[src/rtl/raycast_pkg.sv]
// Shared types for the raycaster column back end.
// Result bundle, draw FSM states, default screen height.
package raycast_pkg;

  localparam int SCREEN_HEIGHT_DEF = 600;

  typedef struct packed {
    logic [7:0] color;
    logic [9:0] height;
    logic       y_side;
    logic [9:0] column_id;
  } column_result_t;

  typedef enum logic [1:0] {
    IDLE = 2'd0,
    LOAD = 2'd1,
    DRAW = 2'd2
  } state_t;

endpackage

[src/rtl/result_fifo.sv]
// Small synchronous FIFO of finished column results.
// A push is visible to pop from the following cycle.
module result_fifo
  import raycast_pkg::*;
#(
  parameter int DEPTH = 4,
  parameter int AW    = $clog2(DEPTH)
) (
  input  logic           clk,
  input  logic           rst_n,
  input  logic           push,
  input  column_result_t din,
  input  logic           pop,
  output column_result_t dout,
  output logic           full,
  output logic           empty,
  output logic [AW:0]    count
);

  column_result_t mem [DEPTH];
  logic [AW-1:0]  wr_ptr;
  logic [AW-1:0]  rd_ptr;
  logic           do_push;
  logic           do_pop;

  assign full    = (count == (AW+1)'(DEPTH));
  assign empty   = (count == '0);
  assign do_push = push && !full;
  assign do_pop  = pop && !empty;
  assign dout    = mem[rd_ptr];

  // Storage array; contents are don't-care while empty.
  always_ff @(posedge clk) begin
    if (do_push)
      mem[wr_ptr] <= din;
  end

  // Pointers and occupancy count.
  always_ff @(posedge clk) begin
    if (!rst_n) begin
      wr_ptr <= '0;
      rd_ptr <= '0;
      count  <= '0;
    end else begin
      if (do_push)
        wr_ptr <= wr_ptr + 1'b1;
      if (do_pop)
        rd_ptr <= rd_ptr + 1'b1;
      count <= count
             + {{AW{1'b0}}, do_push}
             - {{AW{1'b0}}, do_pop};
    end
  end

endmodule

[src/rtl/column_drawer.sv]
// Expands buffered column results into framebuffer
// pixel writes: ceiling, wall, floor, one per cycle.
module column_drawer
  import raycast_pkg::*;
#(
  parameter int         SCREEN_HEIGHT = SCREEN_HEIGHT_DEF,
  parameter int         FIFO_DEPTH    = 4,
  parameter logic [7:0] CEIL_COLOR    = 8'h11,
  parameter logic [7:0] FLOOR_COLOR   = 8'h22
) (
  input  logic       clk,
  input  logic       rst_n,
  input  logic       in_valid,
  input  logic [7:0] in_color,
  input  logic [9:0] in_height,
  input  logic       in_y_side,
  input  logic [9:0] in_column_id,
  output logic       fb_we,
  input  logic       fb_ready,
  output logic [9:0] fb_x,
  output logic [9:0] fb_y,
  output logic [7:0] fb_data,
  output logic       col_done,
  output logic [9:0] col_done_id,
  output logic       overflow,
  output logic       busy
);

  localparam int         AW   = $clog2(FIFO_DEPTH);
  localparam logic [9:0] SH   = 10'(SCREEN_HEIGHT);
  localparam logic [9:0] LAST = 10'(SCREEN_HEIGHT - 1);

  state_t         state;
  state_t         nstate;
  column_result_t in_res;
  column_result_t head;
  column_result_t cur;
  logic           f_full;
  logic           f_empty;
  logic [AW:0]    f_count;
  logic           pop;
  logic           draw;
  logic           accept;
  logic           last_acc;
  logic [9:0]     row;
  logic [9:0]     top_r;
  logic [9:0]     bot_r;
  logic [7:0]     wall_r;
  logic [9:0]     h_cl;
  logic [9:0]     top_n;

  assign in_res = '{
    color:     in_color,
    height:    in_height,
    y_side:    in_y_side,
    column_id: in_column_id
  };

  result_fifo #(
    .DEPTH (FIFO_DEPTH)
  ) u_fifo (
    .clk   (clk),
    .rst_n (rst_n),
    .push  (in_valid),
    .din   (in_res),
    .pop   (pop),
    .dout  (head),
    .full  (f_full),
    .empty (f_empty),
    .count (f_count)
  );

  assign accept   = fb_we && fb_ready;
  assign last_acc = accept && (row == LAST);
  assign busy     = (f_count != '0) || (state != IDLE);

  assign h_cl  = (cur.height >= SH) ? SH : cur.height;
  assign top_n = (SH - h_cl) >> 1;

  // FSM state register.
  always_ff @(posedge clk) begin
    if (!rst_n)
      state <= IDLE;
    else
      state <= nstate;
  end

  // FSM next-state logic.
  always_comb begin
    nstate = state;
    unique case (state)
      IDLE: if (!f_empty) nstate = LOAD;
      LOAD: nstate = DRAW;
      DRAW: if (last_acc) nstate = IDLE;
      default: nstate = IDLE;
    endcase
  end

  // FSM outputs: pop strobe and write request.
  always_comb begin
    pop  = 1'b0;
    draw = 1'b0;
    unique case (state)
      IDLE: pop = !f_empty;
      DRAW: draw = 1'b1;
      default: ;
    endcase
  end

  // Working result, strip geometry, row counter, flags.
  always_ff @(posedge clk) begin
    if (!rst_n) begin
      cur         <= '0;
      row         <= '0;
      top_r       <= '0;
      bot_r       <= '0;
      wall_r      <= '0;
      col_done    <= 1'b0;
      col_done_id <= '0;
      overflow    <= 1'b0;
    end else begin
      col_done <= 1'b0;
      if (in_valid && f_full)
        overflow <= 1'b1;
      if (pop)
        cur <= head;
      if (state == LOAD) begin
        top_r  <= top_n;
        bot_r  <= top_n + h_cl;
        wall_r <= cur.y_side ? {1'b0, cur.color[7:1]}
                             : cur.color;
        row    <= '0;
      end
      if (accept)
        row <= row + 1'b1;
      if (last_acc) begin
        col_done    <= 1'b1;
        col_done_id <= cur.column_id;
      end
    end
  end

  // Pixel presentation; zero outside DRAW.
  always_comb begin
    fb_we   = draw;
    fb_x    = '0;
    fb_y    = '0;
    fb_data = '0;
    if (draw) begin
      fb_x = cur.column_id;
      fb_y = row;
      if (row < top_r)
        fb_data = CEIL_COLOR;
      else if (row < bot_r)
        fb_data = wall_r;
      else
        fb_data = FLOOR_COLOR;
    end
  end

endmodule

[config.mk]
export PLATFORM = sky130hd
export DESIGN_NAME = column_drawer
export DESIGN_NICKNAME = d
export VERILOG_FILES = /design/src/rtl/raycast_pkg.sv /design/src/rtl/result_fifo.sv /design/src/rtl/column_drawer.sv
export SDC_FILE = /design/constraint.sdc
export NUM_CORES = 1
export LEC_CHECK = 0
export CORE_MARGIN = 2
export CORE_UTILIZATION = 25
export DETAILED_ROUTE_END_ITERATION = 7
export PLACE_DENSITY = 0.44
export RECOVER_POWER = 100
export SKIP_CTS_REPAIR_TIMING = 1
export SYNTH_ARGS = -nofsm -noshare
export SYNTH_HDL_FRONTEND = slang
export SYNTH_HIERARCHICAL = 1
export SYNTH_SLANG_ARGS = --single-unit
[constraint.sdc]
create_clock -name clk -period 7.78 [get_ports clk]
set_clock_uncertainty 0.1 [all_clocks]
set_input_delay 1.945 -clock clk [delete_from_list [all_inputs] [get_ports clk]]
set_output_delay 1.945 -clock clk [all_outputs]
set_load 0.005 [all_outputs]
**Word level (Yosys, flattened, before mapping)**

Memory sizes are Yosys's and may differ from the RTL's. A register that Yosys moved wholly into a read port is not among the register bits.
Cells that the tools add are included.

- Flip-flop bits (word level): 58
- RAM bits: 116
- Bits of input ports: 33
- Output and inout bits: 42
- Logic and storage cells: 60
- Memories: 1

- Add/sub/neg operators: 7
- $lt $le $gt $ge: 3
- Equality and inequality tests: 6
- Multiplexer cells: 17
- Reduce and logical (&&, ||, !) cells: 15

Memory list:

| memory | words | width | read ports | clocked after Yosys merged registers in | write ports | line | source |
|---|---|---|---|---|---|---|---|
| u_fifo.mem | 4 | 29 | 1 | 1 | 1 | result_fifo.sv:20 | `column_result_t mem [DEPTH];` |

Operators by type and width:

| cell | number |
|---|---|
| $mux 10 | 5 |
| $mux 8 | 4 |
| $add 10x1->10 const B | 1 |
| $add 9x10->10 | 1 |
| $eq 10x10->1 const B | 1 |
| $ge 10x10->1 const B | 1 |
| $lt 10x10->1 | 1 |
| $lt 10x9->1 | 1 |
| $sub 10x10->10 const A | 1 |
| $pmux 2 s3 | 1 |
| $logic_and 1x1->1 | 5 |
| $mux 1 | 5 |
| $add 2x1->2 const B | 2 |
| $mux 2 | 2 |
| $ne 2x2->1 const B | 2 |
| $reduce_bool 2->1 | 2 |
| $add 3x1->3 | 1 |
| $eq 3x3->1 const B | 1 |
| $logic_not 1->1 | 3 |
| $logic_not 3->1 | 1 |
| $reduce_bool 3->1 | 1 |
| $sub 3x1->3 | 1 |
| $eq 2x1->1 const B | 1 |
| $eq 2x2->1 const B | 1 |
| other kinds (3) | 3 |

**Logic depth before layout (Yosys ltp)**

Gate-level depths: netlist of run 1.

- Depth in word-level cells: 6
- Gate-level depth with buffers: 19
- Mapped depth without buffers: 16

**Hierarchy**

The synthesis of run 1 kept the hierarchy.

By module, submodules not included:

| module | times used | cells each | area each (µm²) | sequential area each (µm²) |
|---|---|---|---|---|
| result_fifo | 1 | 202 | 4,678.2 | 3,663.5 |
| column_drawer | 1 | 579 | 4,493.1 | 1,601.5 |

**Worst setup path after synthesis of run 1**

Ideal clock, no wire load.

- Path type: reg2out
- Start: reg row[5]
- End: out fb_data[2]
- Arrival: 1.745 ns
- Required time: 5.735 ns
- Setup slack: 3.990 ns
- Stages on the path, launching flop included: 6
- Buffers on the path: 0
- Cells stage by stage: dfxtp_1 -> ha_1 -> a2111o_1 -> a2111oi_4 -> o21ai_0 -> nor3_1

- Word-level cells in the longest chain between the ends: 4
- Elaborated cells between the ends (all ways): 5
- Those cells by class: 2 x order compare; 3 x mux

Ends and longest elaborated chain:

| what | line | source |
|---|---|---|
| start: declaration | column_drawer.sv:45 | `logic [9:0] row;` |
| start signal: assignment | column_drawer.sv:135 | `row <= row + 1'b1;` |
| $lt 10x10->1 | column_drawer.sv:154 | `else if (row < bot_r)` |
| $mux 8 | column_drawer.sv:154 |  |
| $mux 8 * | column_drawer.sv:152 | `if (row < top_r)` |
| $mux 8 * | column_drawer.sv:149 | `if (draw) begin` |
| end: declaration | column_drawer.sv:22 | `output logic [7:0] fb_data,` |

Every way passes the cells marked *; elsewhere a longest branch is shown, timed or not.

**Worst setup path in the final report of run 1**

- Start: in rst_n
- End: reg row[6]

RTL lines:

| what | line | source |
|---|---|---|
| start: declaration | column_drawer.sv:12 | `input logic rst_n,` |

No word-level cell between the ends.

==> out/qor.txt, run 1 <==
status: complete, but fails checks
failing checks: capacitance limit, slew limit
Syn Nets: 848
P&R area growth vs syn: 20.9%
Worst Path Required: 8010 ps
number of max-slew violations in the final report: 151
Setup TNS: 0 ps
Synth area leaders: edfxtp_1 (38%), dfxtp_1 (19%), mux4_2 (6.9%)
Worst-Skew Late Latency: 520 ps
register area share after synthesis: 57.4%
Least-Margin Pin Slew: 2040 ps
PortBufs: 74
worst-path maximum fanout: 44
Power Density: 346 nW/um^2
yosys warns: 6
CTS tree: built
hpwl dp: 14200 um
largest family of logic cells by synthesized area: simple AND/OR/NAND/NOR gates
clock transition at the registers of the reported paths: 60 ps
final instance area: 11100 sq um
H-Tree Depth: 1
post-synthesis mux area share: 9.71%
Chip Height: 196 um
die outline width: 196 um
XOR/XNOR share of the synthesized area: 0.859%
Synth Area per Inst: 11.7 sq um
Yosys top cell by area: edfxtp_1
distinct cell type count of the synthesized netlist: 65
vias in the first global route: 5925
global-route wire length before repair: 34000 um
Initial Util: 25.2%
Worst IR Drop VDD: 0.000162 V
Simple-Gate Fraction of Synth Area: 12.9%
final hold violation count: 0
Cell Area, Synth: 9170 sq um
Tcrit/Tclk final: 69.3%
CTS Buf Count: 25
Nets: 913
post-synthesis cell count: 781
Total Wirelength: 21300 um
DRC viols: 0
Root Buffer: clkbuf_16
asr flop ratio synth: 0%
crit path time final: 5390 ps
Via Count: 5935
Worst Setup Start Kind: input pin
crit end category: flop
most frequent cell after synthesis: edfxtp_1
largest net degree at the start of global routing: 45
Worst EP arrival: 5620 ps
I/O pin count: 75
core area: 36300 sq um
WL per Instance: 16.0 um
WS Path Type: input pin to flop
Synth Flop Type: edfxtp_1
share of layout cells above drive strength 1: 9.26%
DR vias/cell: 4.46
GR Util All Layers: 11.2%
Synth Area in Compound Gates: 10.3%
Final GP Congestion: 0.771
Yosys reg bits: 205
Detailed Route Iter0 Violations: 329
total gr overflow: 0
maximum clock frequency: 0.185 GHz
max_cap viols: 6
row count: 70
Placed Area: 10400 sq um
number of synthesized flops with an enable pin: 116
HP Class: flop to flop
Routed Antenna Nets: 0
slew margin rel.: -36.2%
Yosys top cell area share: 38.0%
# diodes: 0
post-synthesis adder-cell area fraction: 4.72%
RSZ-0062 raised after global routing: false
most common library cells after synthesis: edfxtp_1 (116), nand2_1 (109), dfxtp_1 (89)
Die ar.: 38200 sq um
first drt pass iteration count: 4
Leakage Power: 3.95 nW
initial antenna violation count: 1
CTS Buffer Depth: 3
clock sinks: 205
setup violators final: 0
-- power by group --
| part | total (mW) | internal [mW] | switching (mW) |
|---|---|---|---|
| logic | 1.26 | 0.524 | 0.733 |
| clock network | 1.07 | 0.629 | 0.444 |
| registers | 1.51 | 1.35 | 0.163 |
| total | 3.84 | 2.50 | 1.34 |
-- flip-flops by register name, indices dropped and copies added (netlist names), 2 cells and up, named ones only --
name	cells
u_fifo/mem	116
cur	29
bot_r	10
col_done_id	10
row	10
top_r	9
wall_r	8
u_fifo/count	3
state	2
u_fifo/rd_ptr	2
u_fifo/wr_ptr	2
-- cell families (layout without fill, tap and decap cells) --
| logic type | count (synthesis) | after routing |
|---|---|---|
| muxes | 52 | 52 |
| adders and majority gates | 34 | 34 |
| AOI/OAI and AO/OA | 145 | 145 |
| and+or+nand+nor | 250 | 250 |
| buffers and inverters | 86 | 169 |
| xor gates and xnor gates | 9 | 9 |
| DFF | 205 | 205 |
-- cell usage in the layout (no fill, tap or decap), types with 4 or more instances in the layout --
master and instances:
clkinvlp_4 4, nor2_1 42, o211a_1 5, and2_0 17, a211oi_1 11, xnor2_1 6
nand4_1 5, edfxtp_1 116, nor2b_1 5, clkdlybuf4s50_1 13, clkinv_2 4, buf_4 5
and2_1 13, nand2b_1 6, nor3_1 14, mux2i_1 20, ha_1 33, clkbuf_16 25
inv_1 39, mux4_2 28, o22ai_1 5, dlygate4sd3_1 61, clkinv_1 6, a21o_1 8
nand3_1 14, and3_1 4, a21oi_1 59, nand2_1 109, clkbuf_1 9, o211ai_1 5
o21ai_0 22, o21a_1 8, dfxtp_1 87
-- cell type report --
cell class / instances / area [sq um]
Multi-Input combinational cell: 490 / 3520
Inverter: 39 / 146
Timing Repair Buffer: 85 / 801
Sequential cell: 205 / 5270
Clock inverter: 16 / 111
Fill cell: 3691 / 25300
Tap cell: 468 / 586
Clock buffer: 29 / 651
-- per-stage QoR --
stage               std cells  hold slack (ps)  util (%)  total power [mW]  setup slack (ps)
floorplan                 781              328         -              2.46              3990
global placement         1287              343      28.5              2.83              3130
detailed placement       1287              345      28.5              2.83              3060
CTS                      1332              353      30.6              3.92              2510
global route             1332              373      30.5              4.12              2030
finish                   1332              350      30.5              3.84              2390
-- worst max-delay path: stages --
cell,delay (ps)
dlygate4sd3_1,530
clkbuf_1,450
inv_1,1250
clkbuf_1,1280
nor2_1,140
-- per-layer routing --
metal / global-route usage [%] / vias up / wire length (um)
met5: 0 / - / 11
met4: 3.14 / 2 / 491
met3: 2.09 / 35 / 1030
met2: 17.8 / 98 / 9630
met1: 15.6 / 2835 / 10100
li1: - / 2965 / -
-- final timing paths --
kind                               from                    end  slack [ps]  depth (start not counted)
hold reg to reg   top_r[2]$_SDFFE_PN0P_  top_r[2]$_SDFFE_PN0P_         350                          2
hold / removal    top_r[2]$_SDFFE_PN0P_  top_r[2]$_SDFFE_PN0P_         350                          2
setup reg to reg   cur[14]$_SDFFE_PN0P_  bot_r[9]$_SDFFE_PN0P_        3010                         16
setup / recovery                  rst_n    row[6]$_SDFFE_PN0P_        2390                          5
No activity file was read; power rests on OpenSTA's default activity.
==> inputs of run 2 (changes only) <==
--- a/config.mk
+++ b/config.mk
@@ -8,7 +8,7 @@
 export CORE_MARGIN = 2
 export CORE_UTILIZATION = 25
 export DETAILED_ROUTE_END_ITERATION = 7
-export PLACE_DENSITY = 0.44
+export PLACE_DENSITY = 0.45
 export RECOVER_POWER = 100
 export SKIP_CTS_REPAIR_TIMING = 1
 export SYNTH_ARGS = -nofsm -noshare
==> constraint.sdc (replaced) <==
create_clock -name clk -period 4.7 [get_ports clk]
set_clock_uncertainty 0.1 [all_clocks]
set_input_delay 1.175 -clock clk [delete_from_list [all_inputs] [get_ports clk]]
set_output_delay 1.175 -clock clk [all_outputs]
set_load 0.005 [all_outputs]
==> out/qor.txt, run 2 (same netlist as run 1, synthesis figures left out) <==
R2R cell count: 16
Final Power: 6.66 mW
I/O pin count: 75
Via Count: 5912
slew margin rel.: -33.5%
clock transition at the registers of the reported paths: 60 ps
HP Class: flop to flop
Chip Height: 196 um
Worst IR Drop VDD: 0.000217 V
die outline width: 196 um
Die ar.: 38200 sq um
vias in the first global route: 5917
commonest non-fill, non-tap cell in the layout: edfxtp_1
Hold Startpoint: top_r[1]$_SDFFE_PN0P_
PortBufs: 74
row count: 70
Power Density: 592 nW/um^2
crit end category: output pin
Nets: 915
clock sinks: 205
hpwl dp: 14300 um
status: complete, but fails checks
Worst Hold Path EP: top_r[1]$_SDFFE_PN0P_
GR Util All Layers: 11.1%
worst-path maximum fanout: 8
Worst-Skew Late Latency: 500 ps
WS Path Type: flop to output pin
max_cap viols: 4
Total Wirelength: 21400 um
Leakage Power: 4.03 nW
Placed Area: 10400 sq um
share of layout cells above drive strength 1: 10.0%
H-Tree Depth: 1
Root Buffer: clkbuf_16
Final GP Congestion: 0.757
Detailed Route Iter0 Violations: 236
P&R area growth vs syn: 22.7%
CTS Buffer Depth: 3
Largest register FFs: 116
failing checks: capacitance limit, slew limit
DR vias/cell: 4.43
final core utilization: 31.0%
largest net degree at the start of global routing: 40
setup violators final: 0
CTS tree: built
CTS Buf Count: 24
core area: 36300 sq um
Worst Path Required: 3420 ps
WL per Instance: 16.0 um
RSZ-0062 raised after global routing: false
Worst Setup Start Kind: flop
initial antenna violation count: 1
total gr overflow: 0
reg-to-reg slack, setup: 690 ps
DRC viols: 0
first drt pass iteration count: 4
Top Registers: u_fifo/mem x116, cur x29
register with the most flip-flops: u_fifo/mem
most frequent cells in the layout: edfxtp_1 (116), nand2_1 (109), dfxtp_1 (87)
global-route wire length before repair: 33800 um
r2r startpoint: cur[15]$_SDFFE_PN0P_
worst hold path depth: 2
reg-to-reg endpoint: bot_r[9]$_SDFFE_PN0P_
final instance area: 11200 sq um
final hold slack: 352 ps
Least-Margin Pin Slew: 2000 ps
final hold violation count: 0
Setup TNS: 0 ps
Tcrit/Tclk final: 93.0%
Initial Util: 25.2%
Worst EP arrival: 3090 ps
number of max-slew violations in the final report: 120
Routed Antenna Nets: 0
maximum clock frequency: 0.229 GHz
crit path time final: 4370 ps
## run 2: changes by cell type in the layout (fill, tap and decap cells not counted), sizes merged
| cell | before | now |
|---|---|---|
| clkdlybuf4s50 | 13 | 17 |
| inv | 39 | 40 |
| clkbuf | 35 | 45 |
| diode | 0 | 1 |
| dlygate4sd3 | 61 | 57 |
| bufinv | 1 | 4 |
| clkinv | 11 | 3 |
| clkinvlp | 4 | 0 |
## run 2: worst max-delay path by stage
stage / startpoint / cells after the start / slack (ps) / endpoint
4_1_cts: row[1]$_SDFFE_PN0P_ / 7 / 310 / fb_data[4]
2_1_floorplan: cur[15]$_SDFFE_PN0P_ / 19 / 1330 / bot_r[9]$_SDFFE_PN0P_
5_1_grt: row[1]$_SDFFE_PN0P_ / 7 / 90 / fb_data[4]
6_report: row[5]$_SDFFE_PN0P_ / 6 / 330 / fb_data[1]
3_5_place_dp: row[1]$_SDFFE_PN0P_ / 7 / 860 / fb_data[4]
3_3_place_gp: row[1]$_SDFFE_PN0P_ / 7 / 880 / fb_data[4]
## run 2: worst max-delay path: stages (launching register included)
cell and delay (ps):
dfxtp_1 500, ha_1 300, a2111o_1 460, o22ai_1 420
or2_2 210, a211oi_1 70, dlygate4sd3_1 610
## run 2: cell type report
| type | instances | area, sq um |
|---|---|---|
| tap | 468 | 586 |
| clock buffer | 36 | 761 |
| multi-input combinational | 490 | 3520 |
| clock inverter | 8 | 148 |
| sequential | 205 | 5270 |
| timing repair buffer | 88 | 815 |
| antenna | 1 | 2.50 |
| fill | 3664 | 25100 |
| inverter | 39 | 146 |
## run 2: where the power goes
| group | switching (mW) | internal (mW) |
|---|---|---|
| Clock | 0.722 | 1.34 |
| Sequential | 0.235 | 2.23 |
| Combinational | 1.26 | 0.877 |
| Total | 2.22 | 4.45 |
## run 2: stage by stage
stage | instances | setup slack, ps
floorplan | 781 | 1330
global placement | 1290 | 876
detailed placement | 1290 | 856
CTS | 1334 | 310
global route | 1334 | 89.7
finish | 1335 | 330
## run 2: layer usage
metal | up-vias | global-route usage [%] | part of all wire [%]
met4 | 0 | 2.32 | 1.2
met5 | - | 0 | 0
met1 | 2861 | 15.3 | 48
met2 | 71 | 18.3 | 47
li1 | 2963 | - | -
met3 | 17 | 2.00 | 3.7
==> inputs of run 3 (changes only) <==
--- a/config.mk
+++ b/config.mk
@@ -10,8 +10,8 @@
 export DETAILED_ROUTE_END_ITERATION = 7
 export PLACE_DENSITY = 0.45
 export RECOVER_POWER = 100
-export SKIP_CTS_REPAIR_TIMING = 1
 export SYNTH_ARGS = -nofsm -noshare
 export SYNTH_HDL_FRONTEND = slang
 export SYNTH_HIERARCHICAL = 1
 export SYNTH_SLANG_ARGS = --single-unit
+export TNS_END_PERCENT = 100
==> results of run 3 <==
No change in the layout: final DEF, timing and power equal those of run 2.
